**src/rtl/draw_sched_if.sv**
```systemverilog
// draw_sched_if: requester job bus and draw-engine command bus of the scheduler
interface draw_sched_if;
    logic [2:0]  req;
    logic [5:0]  req_kind;
    logic [23:0] req_px;
    logic [23:0] req_py;
    logic [2:0]  grant;
    logic [2:0]  ack;
    logic [3:0]  eng_cmd;
    logic [7:0]  eng_px;
    logic [7:0]  eng_py;
    logic        eng_done;
    logic        busy;
    logic        timeout_err;
    modport master (
        output req, req_kind, req_px, req_py, eng_done,
        input  grant, ack, eng_cmd, eng_px, eng_py, busy, timeout_err
    );
    modport slave (
        input  req, req_kind, req_px, req_py, eng_done,
        output grant, ack, eng_cmd, eng_px, eng_py, busy, timeout_err
    );
endinterface

```
**src/rtl/draw_sched.sv**
```systemverilog
// draw_sched: round-robin owner of the single pixel-draw engine for three level FSMs
module draw_sched #(
    parameter int TIMEOUT = 20000
) (
    input logic        clk,
    input logic        reset,
    draw_sched_if.slave bus
);
    typedef enum logic [1:0] {IDLE, BUSY, ACK} state_t;
    localparam logic [15:0] TO_LAST = 16'(TIMEOUT - 1);
    state_t      state_q, state_d;
    logic [1:0]  rr_last_q, rr_last_d;
    logic [15:0] cnt_q, cnt_d;
    logic [2:0]  grant_q, grant_d;
    logic [2:0]  ack_q, ack_d;
    logic [3:0]  cmd_q, cmd_d;
    logic [7:0]  px_q, px_d;
    logic [7:0]  py_q, py_d;
    logic        busy_q, busy_d;
    logic        terr_q, terr_d;
    logic [1:0]  idx0, idx1, idx2, win;
    function automatic logic [1:0] nxt(input logic [1:0] x);
        return (x == 2'd2) ? 2'd0 : x + 2'd1;
    endfunction
    // Round-robin winner: first requester after the previous owner, wrapping mod 3
    always_comb begin
        idx0 = nxt(rr_last_q);
        idx1 = nxt(idx0);
        idx2 = nxt(idx1);
        win  = bus.req[idx0] ? idx0 : bus.req[idx1] ? idx1 : idx2;
    end
    // Next-state logic: grant and latch a job in IDLE, hold it until done or timeout, then ack once
    always_comb begin
        state_d   = state_q;
        rr_last_d = rr_last_q;
        cnt_d     = cnt_q;
        grant_d   = grant_q;
        ack_d     = 3'b000;
        cmd_d     = cmd_q;
        px_d      = px_q;
        py_d      = py_q;
        busy_d    = busy_q;
        terr_d    = terr_q;
        unique case (state_q)
            IDLE: begin
                if (|bus.req) begin
                    state_d   = BUSY;
                    rr_last_d = win;
                    cnt_d     = 16'd0;
                    grant_d   = 3'b001 << win;
                    cmd_d     = 4'b0001 << bus.req_kind[{win, 1'b0} +: 2];
                    px_d      = bus.req_px[{win, 3'b000} +: 8];
                    py_d      = bus.req_py[{win, 3'b000} +: 8];
                    busy_d    = 1'b1;
                end else begin
                    grant_d = 3'b000;
                    cmd_d   = 4'b0000;
                    px_d    = 8'd0;
                    py_d    = 8'd0;
                    busy_d  = 1'b0;
                end
            end
            BUSY: begin
                cnt_d = cnt_q + 16'd1;
                if (bus.eng_done || cnt_q == TO_LAST) begin
                    state_d = ACK;
                    grant_d = 3'b000;
                    cmd_d   = 4'b0000;
                    ack_d   = grant_q;
                    terr_d  = terr_q | ~bus.eng_done;
                end
            end
            ACK: begin
                state_d = IDLE;
                busy_d  = 1'b0;
            end
            default: state_d = IDLE;
        endcase
    end
    // State and registered outputs with synchronous reset
    always_ff @(posedge clk) begin
        if (reset) begin
            state_q   <= IDLE;
            rr_last_q <= 2'd2;
            cnt_q     <= 16'd0;
            grant_q   <= 3'b000;
            ack_q     <= 3'b000;
            cmd_q     <= 4'b0000;
            px_q      <= 8'd0;
            py_q      <= 8'd0;
            busy_q    <= 1'b0;
            terr_q    <= 1'b0;
        end else begin
            state_q   <= state_d;
            rr_last_q <= rr_last_d;
            cnt_q     <= cnt_d;
            grant_q   <= grant_d;
            ack_q     <= ack_d;
            cmd_q     <= cmd_d;
            px_q      <= px_d;
            py_q      <= py_d;
            busy_q    <= busy_d;
            terr_q    <= terr_d;
        end
    end
    assign bus.grant       = grant_q;
    assign bus.ack         = ack_q;
    assign bus.eng_cmd     = cmd_q;
    assign bus.eng_px      = px_q;
    assign bus.eng_py      = py_q;
    assign bus.busy        = busy_q;
    assign bus.timeout_err = terr_q;
endmodule

```
**src/flat_wrapper.sv**
```systemverilog
// flat-port wrapper written by rule: the top's interface ports become plain ports
module draw_sched_flat 
#(
    parameter int TIMEOUT = 20000
)
  (clk, reset, bus_req, bus_req_kind, bus_req_px, bus_req_py, bus_eng_done, bus_grant, bus_ack, bus_eng_cmd, bus_eng_px, bus_eng_py, bus_busy, bus_timeout_err);
  draw_sched_if bus_i ();
  input logic clk;
  input logic reset;
  input wire logic [$bits(bus_i.req)-1:0] bus_req;
  input wire logic [$bits(bus_i.req_kind)-1:0] bus_req_kind;
  input wire logic [$bits(bus_i.req_px)-1:0] bus_req_px;
  input wire logic [$bits(bus_i.req_py)-1:0] bus_req_py;
  input wire logic [$bits(bus_i.eng_done)-1:0] bus_eng_done;
  output wire logic [$bits(bus_i.grant)-1:0] bus_grant;
  output wire logic [$bits(bus_i.ack)-1:0] bus_ack;
  output wire logic [$bits(bus_i.eng_cmd)-1:0] bus_eng_cmd;
  output wire logic [$bits(bus_i.eng_px)-1:0] bus_eng_px;
  output wire logic [$bits(bus_i.eng_py)-1:0] bus_eng_py;
  output wire logic [$bits(bus_i.busy)-1:0] bus_busy;
  output wire logic [$bits(bus_i.timeout_err)-1:0] bus_timeout_err;
  assign bus_i.req = bus_req;
  assign bus_i.req_kind = bus_req_kind;
  assign bus_i.req_px = bus_req_px;
  assign bus_i.req_py = bus_req_py;
  assign bus_i.eng_done = bus_eng_done;
  assign bus_grant = bus_i.grant;
  assign bus_ack = bus_i.ack;
  assign bus_eng_cmd = bus_i.eng_cmd;
  assign bus_eng_px = bus_i.eng_px;
  assign bus_eng_py = bus_i.eng_py;
  assign bus_busy = bus_i.busy;
  assign bus_timeout_err = bus_i.timeout_err;
  draw_sched #(.TIMEOUT(TIMEOUT)) u_core (.clk(clk), .reset(reset), .bus(bus_i));
endmodule
```
**config.mk**
```make
export PLATFORM = sky130hd
export DESIGN_NAME = draw_sched_flat
export DESIGN_NICKNAME = d
export VERILOG_FILES = /design/src/rtl/draw_sched_if.sv /design/src/rtl/draw_sched.sv /design/src/flat_wrapper.sv
export SDC_FILE = /design/constraint.sdc
export NUM_CORES = 1
export LEC_CHECK = 0
export BUFFER_PORTS_ARGS = -buffer_cell sky130_fd_sc_hd__buf_2
export CORE_MARGIN = 1
export CORE_UTILIZATION = 48
export DETAILED_ROUTE_END_ITERATION = 12
export PLACE_DENSITY = 0.8
export SETUP_SLACK_MARGIN = 0.4
export SLEW_MARGIN = 5
export SYNTH_ARGS = -nofsm -noshare
export SYNTH_HDL_FRONTEND = slang
export SYNTH_SLANG_ARGS = --single-unit
```
**constraint.sdc**
```tcl
create_clock -name clk -period 2 [get_ports clk]
set_input_delay 0.4 -clock clk [delete_from_list [all_inputs] [get_ports clk]]
set_output_delay 0.4 -clock clk [all_outputs]
set_load 0.02 [all_outputs]
```
==> metrics, run 1 <==
initial core utilization=51.9%; WS Path Type=reg2reg; die width=68.9 um; Required @ worst endpoint=2.19 ns; CTS root buf=clkbuf_8; Peak VDD IR=504 uV; Core Region=4140 um2; FF-to-FF setup slack=0.36 ns; reg-to-reg endpoint=u_core.bus.grant[2]; crit path max fanout=4; CP Launch Type=register; reg2reg start=u_core.cnt_q[12]; CTS max path bufs=2; Min Hold Slack=0.338 ns; Crit. End Element=register; RSZ-0062 raised after global routing=true; GR peak layer=met2; Final Util=73.7%; top cell type's share of synthesized area=44.7%; initial antenna violation count=0; gr usage total=25.4%; Gate Count Post-Synth=244; cts bufs inserted=5; vias in the first global route=1,906; multi-input logic area=1290 um2; ratio of final minimum period to clock period=81.9%; Overall Power=2.37 mW; routed via count=2,299; Clock Power Share=26.1%; pin count of the biggest net entering global routing=22; TritonCTS clock tree=built; Yosys top cell by area=dfxtp_1; # DRC=0; nets=405; hold path cells=3; row count=23; most instantiated cells after synthesis=dfxtp_1 (48), nor2_1 (28), nand2_1 (22); Reg power frac=46.3%; clk slew on worst S/H paths=0.10 ns; Clock Skews=0.00908 ns; most common flop cell mapped by yosys=dfxtp_1; share of cells above drive strength 1=45.2%; Power Density=775 nW/um2; drt first pass iters=8; fmax=611 MHz; Register Area=983 um2; final setup margin=0.363 ns; mean area per synthesized cell=8.81 um2; H-tree levels=2; Internal Pwr Total=1.60 mW; global-route track usage on met1=32.6%; Seq/Total Area, Yosys=44.7%; area grow syn2layout=42.0%; met2 usage=41.9%; max-slew violations=0; Die H=68.9 um; Psw=764 uW; Rel. slew slack=74.1%; max capacitance violation total=0; wire length per cell=16.1 um; Hold Crit Start=bus_req_px[7]; setup TNS=0 ns; Synth Register Bits=48; mapped cell area=2150 um2; global-route wire length before repair=8850 um; status=completed; cell count of the worst reg-to-reg path=6; filler instances=306; Detail Placement HPWL=4200 um; largest cells by area after synthesis=dfxtp_1 (45%), a222oi_1 (6.5%), nor2_1 (4.9%), xnor2_1 (4.5%), nand2_1 (3.8%); routing usage on met3=6.91%; dominant cell by count in the synthesized netlist=dfxtp_1; drt total wl=6370 um; Die Area=4750 um2; pre-CTS setup slack=0.166 ns; Cell variety after synth=43; Gate power share=27.6%; GPL Wtd Cong=0.782; Tmin final=1.64 ns; syn_nets=305; Least-Margin Pin Slew=0.388 ns; YS warnings=0; Final ANT Viol Nets=0; io pins=88; Initial DRC Count=211; placed cell count=375; WP data arrival=1.82 ns; Worst-Skew Late Latency=0.30 ns; post-synthesis async set-or-reset flop share=0%; Final Hold Viols=0; static leakage=1.26 nW; HP Class=in2reg; Via density=5.82; EDFF count, synth=0; I/O Buffers=87; Cell Area, Placed=2660 um2; number of diodes=0; Sw Share=32.3%; final setup fails=0; final instance area=3050 um2; clk sinks=48; Post-Layout Cell Count=395; GRT overflow=0; WHS Endpoint=u_core.bus.eng_px[7]
-- worst max-delay path: stages, from the launching register on --
cell and delay [ns]:
dfxtp_1 0.39, nor4b_4 0.36, a41oi_4 0.17, a21o_1 0.21
buf_4 0.14, a22oi_1 0.18, nor2_1 0.07
-- worst max-delay path by stage --
stage	startpoint	endpoint	slack (ns)	cells after the start
6_report	u_core.cnt_q[12]	u_core.bus.grant[2]	0.36	6
5_1_grt	u_core.cnt_q[1]	u_core.cnt_q[8]	0.28	6
4_1_cts	u_core.state_q[0]	u_core.cnt_q[9]	0.40	5
3_5_place_dp	bus_req[1]	u_core.bus.eng_px[3]	0.17	6
3_3_place_gp	bus_req[2]	u_core.bus.eng_py[5]	0.19	6
2_1_floorplan	bus_req[0]	u_core.bus.eng_px[5]	0.32	8
-- per-layer routing --
metal | up-vias | wire length (um) | share of wire (%)
met5 | - | 0 | 0
met3 | 15 | 434 | 6.8
met2 | 107 | 3200 | 50
li1 | 1102 | - | -
met1 | 1075 | 2620 | 41
met4 | 0 | 114 | 1.8
-- cell families after synthesis --
logic type	count (synthesis)	share of synthesized area [%]
flops	48	44.7
simple gates	105	24.3
buf+inv	20	4.54
fa+ha+maj	1	0.582
compound gates	58	21.0
xor+xnor	12	4.89
-- cells in the final DEF (no fill, tap or decap), types with 2 or more instances in the layout --
master	count
or4_4	2
o21ai_1	7
a22oi_1	5
dfxtp_2	6
nor2_1	26
a22o_1	2
and2_1	3
nand3b_1	2
buf_4	17
a21oi_1	4
dfxtp_1	38
o21ai_0	7
nor2b_4	2
nand4_1	4
xnor2_1	11
nor2b_1	2
nor3_1	8
nand2_1	21
dfxtp_4	4
o22ai_1	3
nor3_2	3
nor4_2	2
a222oi_1	14
buf_2	87
or3_1	2
nand3_1	8
nand2b_1	3
clkbuf_8	6
nor2_2	2
inv_1	7
a32o_1	5
-- timing repair --
action / CTS / global route
resized for setup: 23 / 26
setup endpoints to repair: 27 / 33
hold buffers: 0 / 0
pin swaps: 4 / 18
setup buffers: 8 / 4
-- power groups by stage --
stage          clock network (mW)  registers [mW]  logic, mW
5_1_grt                     0.671            1.11      0.707
3_5_place_dp                    0            1.11      0.560
6_report                    0.618            1.10      0.652
2_1_floorplan                   0            1.18      0.290
4_1_cts                     0.620            1.09      0.616
3_3_place_gp                    0            1.11      0.549
-- sequential cells by signal (all words and copies together) (netlist names) --
register,cells
u_core.bus.busy,1
u_core.cnt_q,16
u_core.state_q,2
u_core.rr_last_q,2
u_core.bus.eng_py,8
u_core.bus.grant,3
u_core.bus.timeout_err,1
u_core.bus.eng_cmd,4
u_core.bus.ack,3
u_core.bus.eng_px,8
-- final cells by class --
| cell class | instances | area share, % |
|---|---|---|
| sequential | 48 | 32.2 |
| inverter | 7 | 0.861 |
| clock buffer | 6 | 2.70 |
| tap | 50 | 2.05 |
| clock inverter | 2 | 0.451 |
| multi-input combinational | 176 | 42.3 |
| timing repair buffer | 106 | 19.5 |
No activity file was read; power rests on OpenSTA's default activity.
==> inputs of run 2 (changes only) <==
- CORE_UTILIZATION: 48 -> 43
- PLACE_DENSITY: 0.8 -> 0.75
- clock period: 2 -> 1.36 ns (I/O delays scaled with it)
==> metrics, run 2 (synthesized netlist as in run 1, its figures left out) <==
status=finished, violations left; violated checks=setup timing; die width=72.7 um; max incr delay on CP=0.39 ns; final setup fails=41; clk sinks=48; worst path bufs/invs=0; io pins=88; Final ANT Viol Nets=0; Reg power frac=38.3%; ratio of final minimum period to clock period=121%; Peak VDD IR=563 uV; vias in the first global route=2,766; Critical-path top delay cell=nor4b_4; commonest non-fill, non-tap cell in the layout=buf_2; drt first pass iters=6; clk slew on worst S/H paths=0.10 ns; Power Density=1050 nW/um2; H-tree levels=2; number of diodes=0; CTS max path bufs=2; max-slew violations=0; initial core utilization=45.2%; pre-CTS setup slack=-0.340 ns; share of cells above drive strength 1=68.0%; TritonCTS clock tree=built; Gate power share=34.5%; pin count of the biggest net entering global routing=18; GPL Wtd Cong=0.847; Top reg by flops=u_core.cnt_q; Tmin final=1.65 ns; GRT overflow=0; Core Region=4750 um2; cts bufs inserted=5; nets=469; Final Hold Viols=0; initial antenna violation count=0; most frequent cells in the layout=buf_2 (59), buf_4 (56), buf_6 (52), dfxtp_2 (35), nor2_1 (24); Top Family by Delay on Critical Path=compound AO/OA/AOI/OAI gates; wire length per cell=22.5 um; CTS Hold Bufs=0; drt total wl=10,700 um; WP data arrival=1.87 ns; RSZ-0062 raised after global routing=true; Required @ worst endpoint=1.58 ns; Via density=6.20; CP Launch Type=register; HP Class=in2reg; gr usage total=33.0%; Min Hold Slack=0.210 ns; Die Area=5290 um2; global-route wire length before repair=13,400 um; # DRC=0; Least-Margin Pin Slew=0.355 ns; I/O Buffers=87; Clock Power Share=27.2%; worst path cell trace=nor4b_4 -> a41oi_2 -> a21o_1 -> nor2b_4 -> a22o_1; Sw Share=32.1%; static leakage=1.80 nW; Die H=72.7 um; Clock Skews=0.0148 ns; Crit. End Element=register; Worst-Skew Late Latency=0.32 ns; routed via count=2,950; flip-flop count of the largest register after layout=16; Psw=1.40 mW; Detail Placement HPWL=4500 um; fmax=605 MHz; CTS root buf=clkbuf_8; crit path max fanout=5; Rel. slew slack=76.3%; setup TNS=-8.60 ns; WS Path Type=reg2reg; Initial DRC Count=326; row count=25; final setup margin=-0.292 ns; area grow syn2layout=92.3%; max capacitance violation total=0; Internal Pwr Total=2.96 mW
## run 2: cell types whose count changed in the layout (fill, tap and decap cells not counted), moves of 4 or more
cell     previous run  this run
buf_6               1        52
buf_4              17        56
dfxtp_1            38         9
dfxtp_2             6        35
buf_2              87        59
nor3_1              8         0
nor3_4              0         7
o21ai_1             7        13
o21ai_0             7         2
nand2_1            21        17
nand2_2             1         5
## run 2: area by class of cell
type	instances	area, um2
clock buffer	7	96.3
clock inverter	1	30.0
fill	206	621
inverter	7	26.3
multi-input combinational	177	1550
sequential	48	1020
tap	67	83.8
timing repair buffer	169	1330
## run 2: power groups by stage
| stage | registers [mW] | logic, mW | clock network [mW] |
|---|---|---|---|
| floorplan | 1.74 | 0.448 | 0 |
| global placement | 1.63 | 0.924 | 0 |
| detailed placement | 1.63 | 0.941 | 0 |
| CTS | 1.65 | 1.27 | 1.15 |
| global route | 1.67 | 1.57 | 1.25 |
| finish | 1.67 | 1.50 | 1.18 |
## run 2: layer usage
layer  vias up  GRT usage (%)  wire length (um)
met4         0           14.8               650
met5         -              0                 0
met2       251           58.6              5230
met3        82           8.43               981
li1       1236              -                 -
met1      1381           37.0              3860
## run 2: through the flow
stage	instances	cell area (um2)	total power [mW]	utilization [%]
6_report	476	4130	4.36	86.9
5_1_grt	476	4130	4.49	86.9
4_1_cts	457	3840	4.07	80.7
3_5_place_dp	429	3050	2.57	64.1
3_3_place_gp	429	3050	2.55	64.1
2_1_floorplan	244	2270	2.19	-
## run 2: repair_timing
item | in CTS | in global routing
pin swaps | 40 | 44
setup endpoints to repair | 76 | 76
setup buffers | 18 | 19
resized for setup | 150 | 41
cloned | 2 | 0
## run 2: worst paths after layout
| path | startpoint | end | slack (ns) | cells past startpoint |
|---|---|---|---|---|
| worst max register to register | u_core.cnt_q[5] | u_core.bus.eng_cmd[2] | -0.29 | 5 |
| worst min-delay path | bus_eng_done | u_core.bus.timeout_err | 0.21 | 2 |
| worst max-delay path | u_core.cnt_q[5] | u_core.bus.eng_cmd[2] | -0.29 | 5 |
| worst min register to register | u_core.bus.eng_py[3] | u_core.bus.eng_py[3] | 0.46 | 2 |
## run 2: worst register-to-register path, stage by stage, from the launching register on
cell and delay, ns:
dfxtp_2 0.35, nor4b_4 0.39, a41oi_2 0.20, a21o_1 0.25
nor2b_4 0.16, a22o_1 0.22
